`src/rtl/instr_fetch_pkg.sv`:
```
// Shared types and constants for the instruction fetch unit: FSM states, buffered
// entry layout and the opcode set used to flag illegal instructions.
package instr_fetch_pkg;

   localparam logic [31:0] RESET_PC_DEFAULT = 32'h0000_0000;

   typedef enum logic [1:0] {
      FETCH,
      WAIT,
      DRAIN
   } t_fetch_state;

   typedef struct packed {
      logic [31:0] pc;
      logic [31:0] instr;
   } t_fetch_entry;

   localparam int unsigned ENTRY_W = $bits(t_fetch_entry);

   localparam logic [6:0] OP_LOAD     = 7'h03;
   localparam logic [6:0] OP_MISC_MEM = 7'h0F;
   localparam logic [6:0] OP_OP_IMM   = 7'h13;
   localparam logic [6:0] OP_AUIPC    = 7'h17;
   localparam logic [6:0] OP_STORE    = 7'h23;
   localparam logic [6:0] OP_OP       = 7'h33;
   localparam logic [6:0] OP_LUI      = 7'h37;
   localparam logic [6:0] OP_BRANCH   = 7'h63;
   localparam logic [6:0] OP_JALR     = 7'h67;
   localparam logic [6:0] OP_JAL      = 7'h6F;
   localparam logic [6:0] OP_SYSTEM   = 7'h73;

   // Compressed encodings (bits [1:0] != 2'b11) are not supported and count as illegal.
   function automatic logic is_illegal(input logic [31:0] instr);
      logic illegal;
      illegal = 1'b1;
      if (instr[1:0] == 2'b11) begin
         case (instr[6:0])
            OP_LOAD, OP_MISC_MEM, OP_OP_IMM, OP_AUIPC, OP_STORE, OP_OP,
            OP_LUI, OP_BRANCH, OP_JALR, OP_JAL, OP_SYSTEM: illegal = 1'b0;
            default: illegal = 1'b1;
         endcase
      end
      return illegal;
   endfunction

endpackage

```
`src/rtl/fetch_fifo.sv`:
```
// Small circular buffer of fetched {pc, instr} entries; the head is read straight
// from storage registers so consumers never see a path from the memory bus.
module fetch_fifo
   import instr_fetch_pkg::*;
#(
   parameter int unsigned DEPTH = 2
) (
   input  logic                         clk,
   input  logic                         rst_n,
   input  logic                         flush,
   input  logic                         push,
   input  logic [ENTRY_W-1:0]           push_data,
   input  logic                         pop,
   output logic [ENTRY_W-1:0]           head_data,
   output logic                         valid,
   output logic [$clog2(DEPTH+1)-1:0]   count
);

   localparam int unsigned PtrW = (DEPTH > 1) ? $clog2(DEPTH) : 1;
   localparam int unsigned CntW = $clog2(DEPTH + 1);

   logic [ENTRY_W-1:0] mem_q [DEPTH];
   logic [PtrW-1:0]    rd_ptr_q;
   logic [PtrW-1:0]    wr_ptr_q;
   logic [CntW-1:0]    count_q;
   logic               push_ok;
   logic               pop_ok;

   always_comb begin
      push_ok = push && (count_q != CntW'(DEPTH));
      pop_ok  = pop && (count_q != '0);
   end

   always_ff @(posedge clk or negedge rst_n) begin
      if (!rst_n) begin
         rd_ptr_q <= '0;
         wr_ptr_q <= '0;
         count_q  <= '0;
         for (int i = 0; i < int'(DEPTH); i++) begin
            mem_q[i] <= '0;
         end
      end else if (flush) begin
         rd_ptr_q <= '0;
         wr_ptr_q <= '0;
         count_q  <= '0;
      end else begin
         if (push_ok) begin
            mem_q[wr_ptr_q] <= push_data;
            wr_ptr_q <= (wr_ptr_q == PtrW'(DEPTH - 1)) ? '0 : wr_ptr_q + PtrW'(1);
         end
         if (pop_ok) begin
            rd_ptr_q <= (rd_ptr_q == PtrW'(DEPTH - 1)) ? '0 : rd_ptr_q + PtrW'(1);
         end
         unique case ({push_ok, pop_ok})
            2'b10:   count_q <= count_q + CntW'(1);
            2'b01:   count_q <= count_q - CntW'(1);
            default: ;
         endcase
      end
   end

   always_comb begin
      head_data = mem_q[rd_ptr_q];
      valid     = (count_q != '0);
      count     = count_q;
   end

endmodule

```
`src/rtl/instr_fetch.sv`:
```
// Instruction fetch unit: one-outstanding memory requester feeding a small
// buffer toward decode, with redirect flush and stale-response draining.
module instr_fetch
   import instr_fetch_pkg::*;
#(
   parameter logic [31:0] RESET_PC   = RESET_PC_DEFAULT,
   parameter int unsigned FIFO_DEPTH = 2
) (
   input  logic        clk,
   input  logic        rst_n,
   output logic        imem_req_o,
   output logic [31:0] imem_addr_o,
   input  logic        imem_gnt_i,
   input  logic        imem_rvalid_i,
   input  logic [31:0] imem_rdata_i,
   input  logic        redirect_i,
   input  logic [31:0] redirect_pc_i,
   output logic        if_valid_o,
   input  logic        if_ready_i,
   output logic [31:0] if_instr_o,
   output logic [31:0] if_pc_o,
   output logic        if_illegal_o
);

   localparam int unsigned CntW = $clog2(FIFO_DEPTH + 1);

   t_fetch_state       state_q, state_d;
   logic [31:0]        pc_q, pc_d;
   logic [31:0]        req_pc_q, req_pc_d;
   logic               fifo_push;
   logic               fifo_pop;
   logic               fifo_valid;
   logic [CntW-1:0]    fifo_count;
   logic [CntW:0]      occupancy;
   t_fetch_entry       push_entry;
   logic [ENTRY_W-1:0] head_bits;
   t_fetch_entry       head;
   logic               unused_redirect_lsbs;

   assign unused_redirect_lsbs = ^redirect_pc_i[1:0];

   always_ff @(posedge clk or negedge rst_n) begin
      if (!rst_n) begin
         state_q  <= FETCH;
         pc_q     <= RESET_PC;
         req_pc_q <= RESET_PC;
      end else begin
         state_q  <= state_d;
         pc_q     <= pc_d;
         req_pc_q <= req_pc_d;
      end
   end

   always_comb begin
      state_d   = state_q;
      pc_d      = pc_q;
      req_pc_d  = req_pc_q;
      fifo_push = 1'b0;
      unique case (state_q)
         FETCH: begin
            if (imem_req_o && imem_gnt_i) begin
               req_pc_d = pc_q;
               pc_d     = pc_q + 32'd4;
               // A redirect racing the grant leaves an old-address response in flight.
               state_d  = redirect_i ? DRAIN : WAIT;
            end
         end
         WAIT: begin
            if (imem_rvalid_i) begin
               fifo_push = !redirect_i;
               state_d   = FETCH;
            end else if (redirect_i) begin
               state_d = DRAIN;
            end
         end
         DRAIN: begin
            if (imem_rvalid_i) begin
               state_d = FETCH;
            end
         end
         default: state_d = FETCH;
      endcase
      if (redirect_i) begin
         pc_d = {redirect_pc_i[31:2], 2'b00};
      end
   end

   always_comb begin
      // Only FETCH can issue, so any other state implies one request in flight.
      occupancy    = {1'b0, fifo_count} + (CntW + 1)'(state_q != FETCH);
      imem_req_o   = rst_n && (state_q == FETCH) && (occupancy < (CntW + 1)'(FIFO_DEPTH));
      imem_addr_o  = pc_q;
      head         = head_bits;
      if_valid_o   = fifo_valid;
      if_instr_o   = head.instr;
      if_pc_o      = head.pc;
      if_illegal_o = fifo_valid && is_illegal(head.instr);
      fifo_pop     = fifo_valid && if_ready_i && !redirect_i;
      push_entry   = '{pc: req_pc_q, instr: imem_rdata_i};
   end

   fetch_fifo #(
      .DEPTH(FIFO_DEPTH)
   ) u_fifo (
      .clk      (clk),
      .rst_n    (rst_n),
      .flush    (redirect_i),
      .push     (fifo_push),
      .push_data(push_entry),
      .pop      (fifo_pop),
      .head_data(head_bits),
      .valid    (fifo_valid),
      .count    (fifo_count)
   );

endmodule

```
`config.mk`:
```
export PLATFORM = sky130hd
export DESIGN_NAME = instr_fetch
export DESIGN_NICKNAME = d
export VERILOG_FILES = /design/src/rtl/instr_fetch_pkg.sv /design/src/rtl/fetch_fifo.sv /design/src/rtl/instr_fetch.sv
export SDC_FILE = /design/constraint.sdc
export NUM_CORES = 1
export LEC_CHECK = 0
export ABC_AREA = 1
export BUFFER_PORTS_ARGS = -buffer_cell sky130_fd_sc_hd__clkbuf_2
export CAP_MARGIN = 5
export CORE_MARGIN = 3
export CORE_UTILIZATION = 56
export DETAILED_ROUTE_END_ITERATION = 8
export PLACE_DENSITY = 0.87
export REMOVE_ABC_BUFFERS = 1
export SKIP_CTS_REPAIR_TIMING = 1
export SLEW_MARGIN = 10
export SYNTH_ARGS = -nofsm -noshare
export SYNTH_HDL_FRONTEND = slang
export SYNTH_SLANG_ARGS = --single-unit
```
`constraint.sdc`:
```
create_clock -name clk -period 1.95 [get_ports clk]
set_input_delay 0.195 -clock clk [delete_from_list [all_inputs] [get_ports clk]]
set_output_delay 0.195 -clock clk [all_outputs]
set_load 0.02 [all_outputs]
```
# Word level (Yosys, flattened, before mapping)
# Cells that the tools add are included.
word_totals:
  output_inout_bits: 99
  ff_bits: 198
  word_cells: 91
  inputBits: 70
op_classes:
  order_cmp: 4
  n_mux: 27
  n_eq_ne: 20
  reduce_logical: 23
  bitwise: 3
  n_addsub: 6
ops:
  columns: ["cell", "n"]
  rows:
  - ["$mux 64", 4]
  - ["$bwmux 128", 1]
  - ["$mux 32", 3]
  - ["$demux 64 s1", 1]
  - ["$add 32x3->32 const B", 1]
  - ["$eq 7x7->1 const B", 4]
  - ["$eq 7x6->1 const B", 3]
  - ["$eq 7x5->1 const B", 2]
  - ["$mux 2", 6]
  - ["$reduce_bool 2->1", 6]
  - ["$reduce_or 11->1", 1]
  - ["$mux 1", 10]
  - ["$logic_and 1x1->1", 9]
  - ["$eq 7x2->1 const B", 1]
  - ["$eq 7x4->1 const B", 1]
  - ["$eq 2x2->1 const B", 3]
  - ["$ne 2x2->1 const B", 3]
  - ["$pmux 2 s3", 1]
  - ["$reduce_and 2->1", 3]
  - ["$eq 2x1->1 const B", 2]
  - ["$ge 2x2->1 const B", 2]
  - ["$not 1->2", 2]
  - ["$pmux 2 s2", 1]
  - ["$add 2x1->3", 1]
  - ["other kinds (11)", 12]

# Logic depth before layout (Yosys ltp)
logic_depth:
  depth_word: 9
  mapped_depth: 10
  depth_no_buf: 10

# Hierarchy
# A second synthesis with hierarchy kept.
unflattened:
  cells_unflattened: 1213
  area_unflattened_um2: 9826.9
modules_own_cells:
  columns: ["module", "n_inst", "cells_each", "area_each_um2", "seq_area_each_um2"]
  rows:
  - ["fetch_fifo", 1, 718, 6299.8, 3303.2]
  - ["instr_fetch", 1, 495, 3527.1, 1551.5]

# Least setup slack after synthesis
# Ideal clock, no wire load.
synth_timing:
  path_type: "register to output"
  startpoint: "register u_fifo.rd_ptr_q"
  endpoint: "output port if_illegal_o"
  path_stages_with_launch: 7
  arrival_time_ns: 1.838
  path_buffers: 2
  setup_slack_ns: -0.083
  path_cell_list: "dfrtp_1 -> buf_2 -> buf_6 -> o21ai_0 -> a21boi_1 -> nor2_1 -> a21oi_1"
synth_between:
  elab_chain_cells: 9
synth_rtl:
  columns: ["element", "line_no", "rtl"]
  rows:
  - ["from (decl)", "fetch_fifo.sv:23", "logic [PtrW-1:0] rd_ptr_q;"]
  - ["from (signal assigned)", "fetch_fifo.sv:52", "rd_ptr_q <= (rd_ptr_q == PtrW'(DEPTH - 1)) ? '0 : rd_ptr_q + PtrW'(1);"]
  - ["$not 1->2 (implied by the code) *", "fetch_fifo.sv:63", "head_data = mem_q[rd_ptr_q];"]
  - ["$mux 64 (implied by the code) * (3 in series)", "fetch_fifo.sv:63", null]
  - ["named net if_instr_o[3]", "instr_fetch.sv:20", "output logic [31:0] if_instr_o,"]
  - ["$eq 7x2->1, or another cell as far along", "instr_fetch_pkg.sv:37", "case (instr[6:0])"]
  - ["$reduce_or 11->1 *", "instr_fetch_pkg.sv:37", null]
  - ["$mux 1 *", "instr_fetch_pkg.sv:37", null]
  - ["$mux 1 *", "instr_fetch_pkg.sv:36", "if (instr[1:0] == 2'b11) begin"]
  - ["$logic_and 1x1->1 *", "instr_fetch.sv:97", "if_illegal_o = fifo_valid && is_illegal(head.instr);"]
  - ["to (decl)", "instr_fetch.sv:22", "output logic if_illegal_o"]
# Mark *: on every way through the listed nets, which the timed path passes. The rest lies on a longest branch. The select of a mux whose other input is x is not followed.

# Final worst setup path
layout_timing:
  startpoint: "register u_fifo.rd_ptr_q"
  endpoint: "output port if_illegal_o"
layout_between:
  elab_chain_cells: 9
layout_rtl:
  columns: ["element", "line_no"]
  rows:
  - ["$not 1->2 (implied by the code) *", "fetch_fifo.sv:63"]
  - ["$mux 64 (implied by the code) * (3 in series)", "fetch_fifo.sv:63"]
  - ["$eq 7x2->1, or another cell as far along", "instr_fetch_pkg.sv:37"]
  - ["$reduce_or 11->1", "instr_fetch_pkg.sv:37"]
  - ["$mux 1", "instr_fetch_pkg.sv:37"]
  - ["$mux 1 *", "instr_fetch_pkg.sv:36"]
  - ["$logic_and 1x1->1 *", "instr_fetch.sv:97"]
# Mark *: on every way between the ends. The rest lies on a longest branch, timed or not. The select of a mux whose other input is x is not followed.

==> impl_metrics.tcl <==
set metrics [dict create \
    place_congestion 0.972 \
    synth_top_area_frac 0.513 \
    fmax_mhz 503 \
    drive_gt1_frac 0.175 \
    cp-start-kind "flip-flop" \
    htree_levels 4 \
    violations "negative hold slack, negative setup slack" \
    arrival_ns 1.79 \
    core_area_um2 16100 \
    skew_ns 0.00738 \
    gr-total-overflow 0 \
    fin_ws_ns -0.0399 \
    die_area_um2 18100 \
    worstReg2RegEnd "imem_addr_o[8]" \
    seqCellArea_um2 4760 \
    crit_end "if_illegal_o" \
    drt_iter0_markers 723 \
    slew_viol_final 0 \
    antenna_left 0 \
    synth_area_leaders "dfrtp_1 (51%), nand2_1 (19%), o21ai_0 (9.7%), inv_1 (5.3%), o21ai_1 (2.5%)" \
    wl_met3_mm 1.48 \
    drt-pass1-iter-count 7 \
    cts_tree "built" \
    r2r-start "state_q[0]" \
    min_path_type "in2async" \
    power_mw 14.8 \
    drc 0 \
    synth.largest_area_cell "dfrtp_1" \
    endpoint_kind "primary output" \
    final_cell_mix "nand2_1 (470), dfrtp_1 (189), o21ai_0 (146)" \
    worst-slew-pin-transition_ns 1.11 \
    cts.sink_count 190 \
    cts-root-buf "clkbuf_16" \
    rr_worst_depth 6 \
    cellPowerDensity_nw_per_um2 1330 \
    ys_seq_area_frac 0.513 \
    wire_per_inst_um 14.4 \
    yosys_warnings 0 \
    grt_max_degree 191 \
    dr_wl_met2_mm 11.2 \
    yosys.area_share.adder 0.00135 \
    setup_viol 1 \
    crit_type "reg2out" \
    multi_input_area_um2 3700 \
    vdd_drop_max_mv 0.695 \
    maxCapViolations 0 \
    n_antenna_cell 0 \
    clk_latency_ns 0.43 \
    status "finished with violations" \
    grtUsageTotal 0.257 \
    ios 169 \
    slew-limit-headroom 0.258 \
    grt_pass1_vias 7764 \
    vias_per_cell 5.27 \
    crit_fanout 6 \
    path_clk_slew_ns 0.07 \
    die_x_um 135 \
    rows 46 \
    synth_xor_area_frac 0.00756 \
    syn_area_um2 9270 \
    synth-compound-area-share 0.143 \
    cts_buffers 17 \
    min_period_ns 1.99 \
    fillers 1302 \
    crit_required_ns 1.75 \
    antenna_found_initial 0 \
    fin_crit_sh 1.02 \
    hold_viol 36 \
    synth_mux_area_frac 0 \
    syn_area_per_cell_um2 7.61 \
    dpl.hpwl_mm 15.7 \
    top_layer "met4" \
    grt_pass1_wl_mm 37.9 \
    dp_slack_ns 0.218 \
    grt_setup_unrepaired "true" \
    synthDistinctLibCells 28 \
    clockBufferDepth 2 \
    leakage_nw 5.78 \
    syn2layout_area_growth_pct 19.9 \
    wl_mm 23.0 \
    hold_slack_ns -0.0796 \
    rrSetupSlack_ns 0.20 \
    drt-met1-wl_mm 9.90 \
    final_core_util 0.693 \
    start_util 0.577 \
    synth-simple-area-share 0.241 \
    portBuffers 162 \
    vias 8422 \
    final_common_cell "nand2_1" \
    synth_top_family_by_area "simple AND/OR/NAND/NOR gates" \
    syn_inst 1219 \
    crit_start "u_fifo.rd_ptr_q" \
    synth.ff_latch_count 190 \
    die_y_um 135 \
    nNetsFinal 1441 \
]
## worst min-delay path by stage
stage | from | end | depth (start not counted)
floorplan | rst_n | imem_addr_o[10] | 0
global placement | imem_rdata_i[26] | u_fifo.mem_q[26] | 3
detailed placement | imem_rdata_i[31] | u_fifo.mem_q[31] | 3
CTS | imem_rdata_i[2] | u_fifo.mem_q[2] | 3
global route | imem_rdata_i[12] | u_fifo.mem_q[76] | 3
finish | rst_n | u_fifo.count[1] | 2
## cell families (layout without fill, tap and decap cells)
family	Yosys count	after routing
buffers and inverters	198	359
and+or+nand+nor	569	569
adders and majority gates	1	1
DFF	190	190
other	1	4
AOI/OAI and AO/OA	252	252
xor gates and xnor gates	8	8
## per-stage QoR
stage                     area, um^2  std cells  TNS, ns
after global placement         10200       1553        0
final                          11100       1599  -0.0399
after global routing           11100       1599   -0.865
after detailed placement       10200       1553        0
after CTS                      10900       1585   -0.253
after floorplan                 8910       1158  -109.10
## sequential cells by signal, indices dropped and copies added (netlist names)
signal           cells
state_q              2
u_fifo.wr_ptr_q      1
u_fifo.rd_ptr_q      1
imem_addr_o         30
req_pc_q            30
u_fifo.mem_q       124
u_fifo.count         2
## metal layers
metal	track usage	up-vias
li1	-	4111
met1	0.353	3998
met2	0.413	283
met3	0.0570	30
met4	0.0781	0
met5	0	-
## critical path: stages (launching register included)
cell and delay [ns]:
dfrtp_4 0.52, buf_4 0.16, o21ai_4 0.18, inv_1 0.07, a21boi_2 0.13, nor2_1 0.04
a21oi_1 0.11, buf_4 0.15
## Yosys cell counts
| cell type | count |
|---|---|
| nand2_1 | 471 |
| dfrtp_1 | 190 |
| o21ai_0 | 179 |
| inv_1 | 131 |
| nor2_1 | 56 |
| o21ai_1 | 47 |
| nand3_1 | 33 |
| clkbuf_1 | 28 |
| buf_4 | 16 |
| buf_2 | 12 |
| o21ai_2 | 9 |
| xor2_1 | 8 |
| buf_6 | 7 |
| o211ai_1 | 7 |
| a21oi_1 | 5 |
| nor2_4 | 4 |
| inv_2 | 3 |
| o21bai_1 | 3 |
| a21boi_1 | 1 |
| buf_1 | 1 |
| conb_1 | 1 |
| ha_1 | 1 |
| nand2_4 | 1 |
| nand4_2 | 1 |
| nor2_2 | 1 |
| nor3_1 | 1 |
| nor3_2 | 1 |
| o32ai_1 | 1 |
## area by class of cell
cell class / count / area share
flip-flops and latches: 190 / 0.428
multi-input cells: 834 / 0.333
repair buffers: 193 / 0.111
inverters: 134 / 0.0452
clock buffers: 21 / 0.0414
well taps: 216 / 0.0243
clock inverters: 11 / 0.0169
## report_power, final
group          internal (mW)  total (mW)  switching [mW]
clock network           2.34        3.79            1.44
logic                   1.83        5.24            3.40
registers               5.07        5.74           0.670
total                   9.24        14.8            5.52
(Power assumes the default switching activity.)
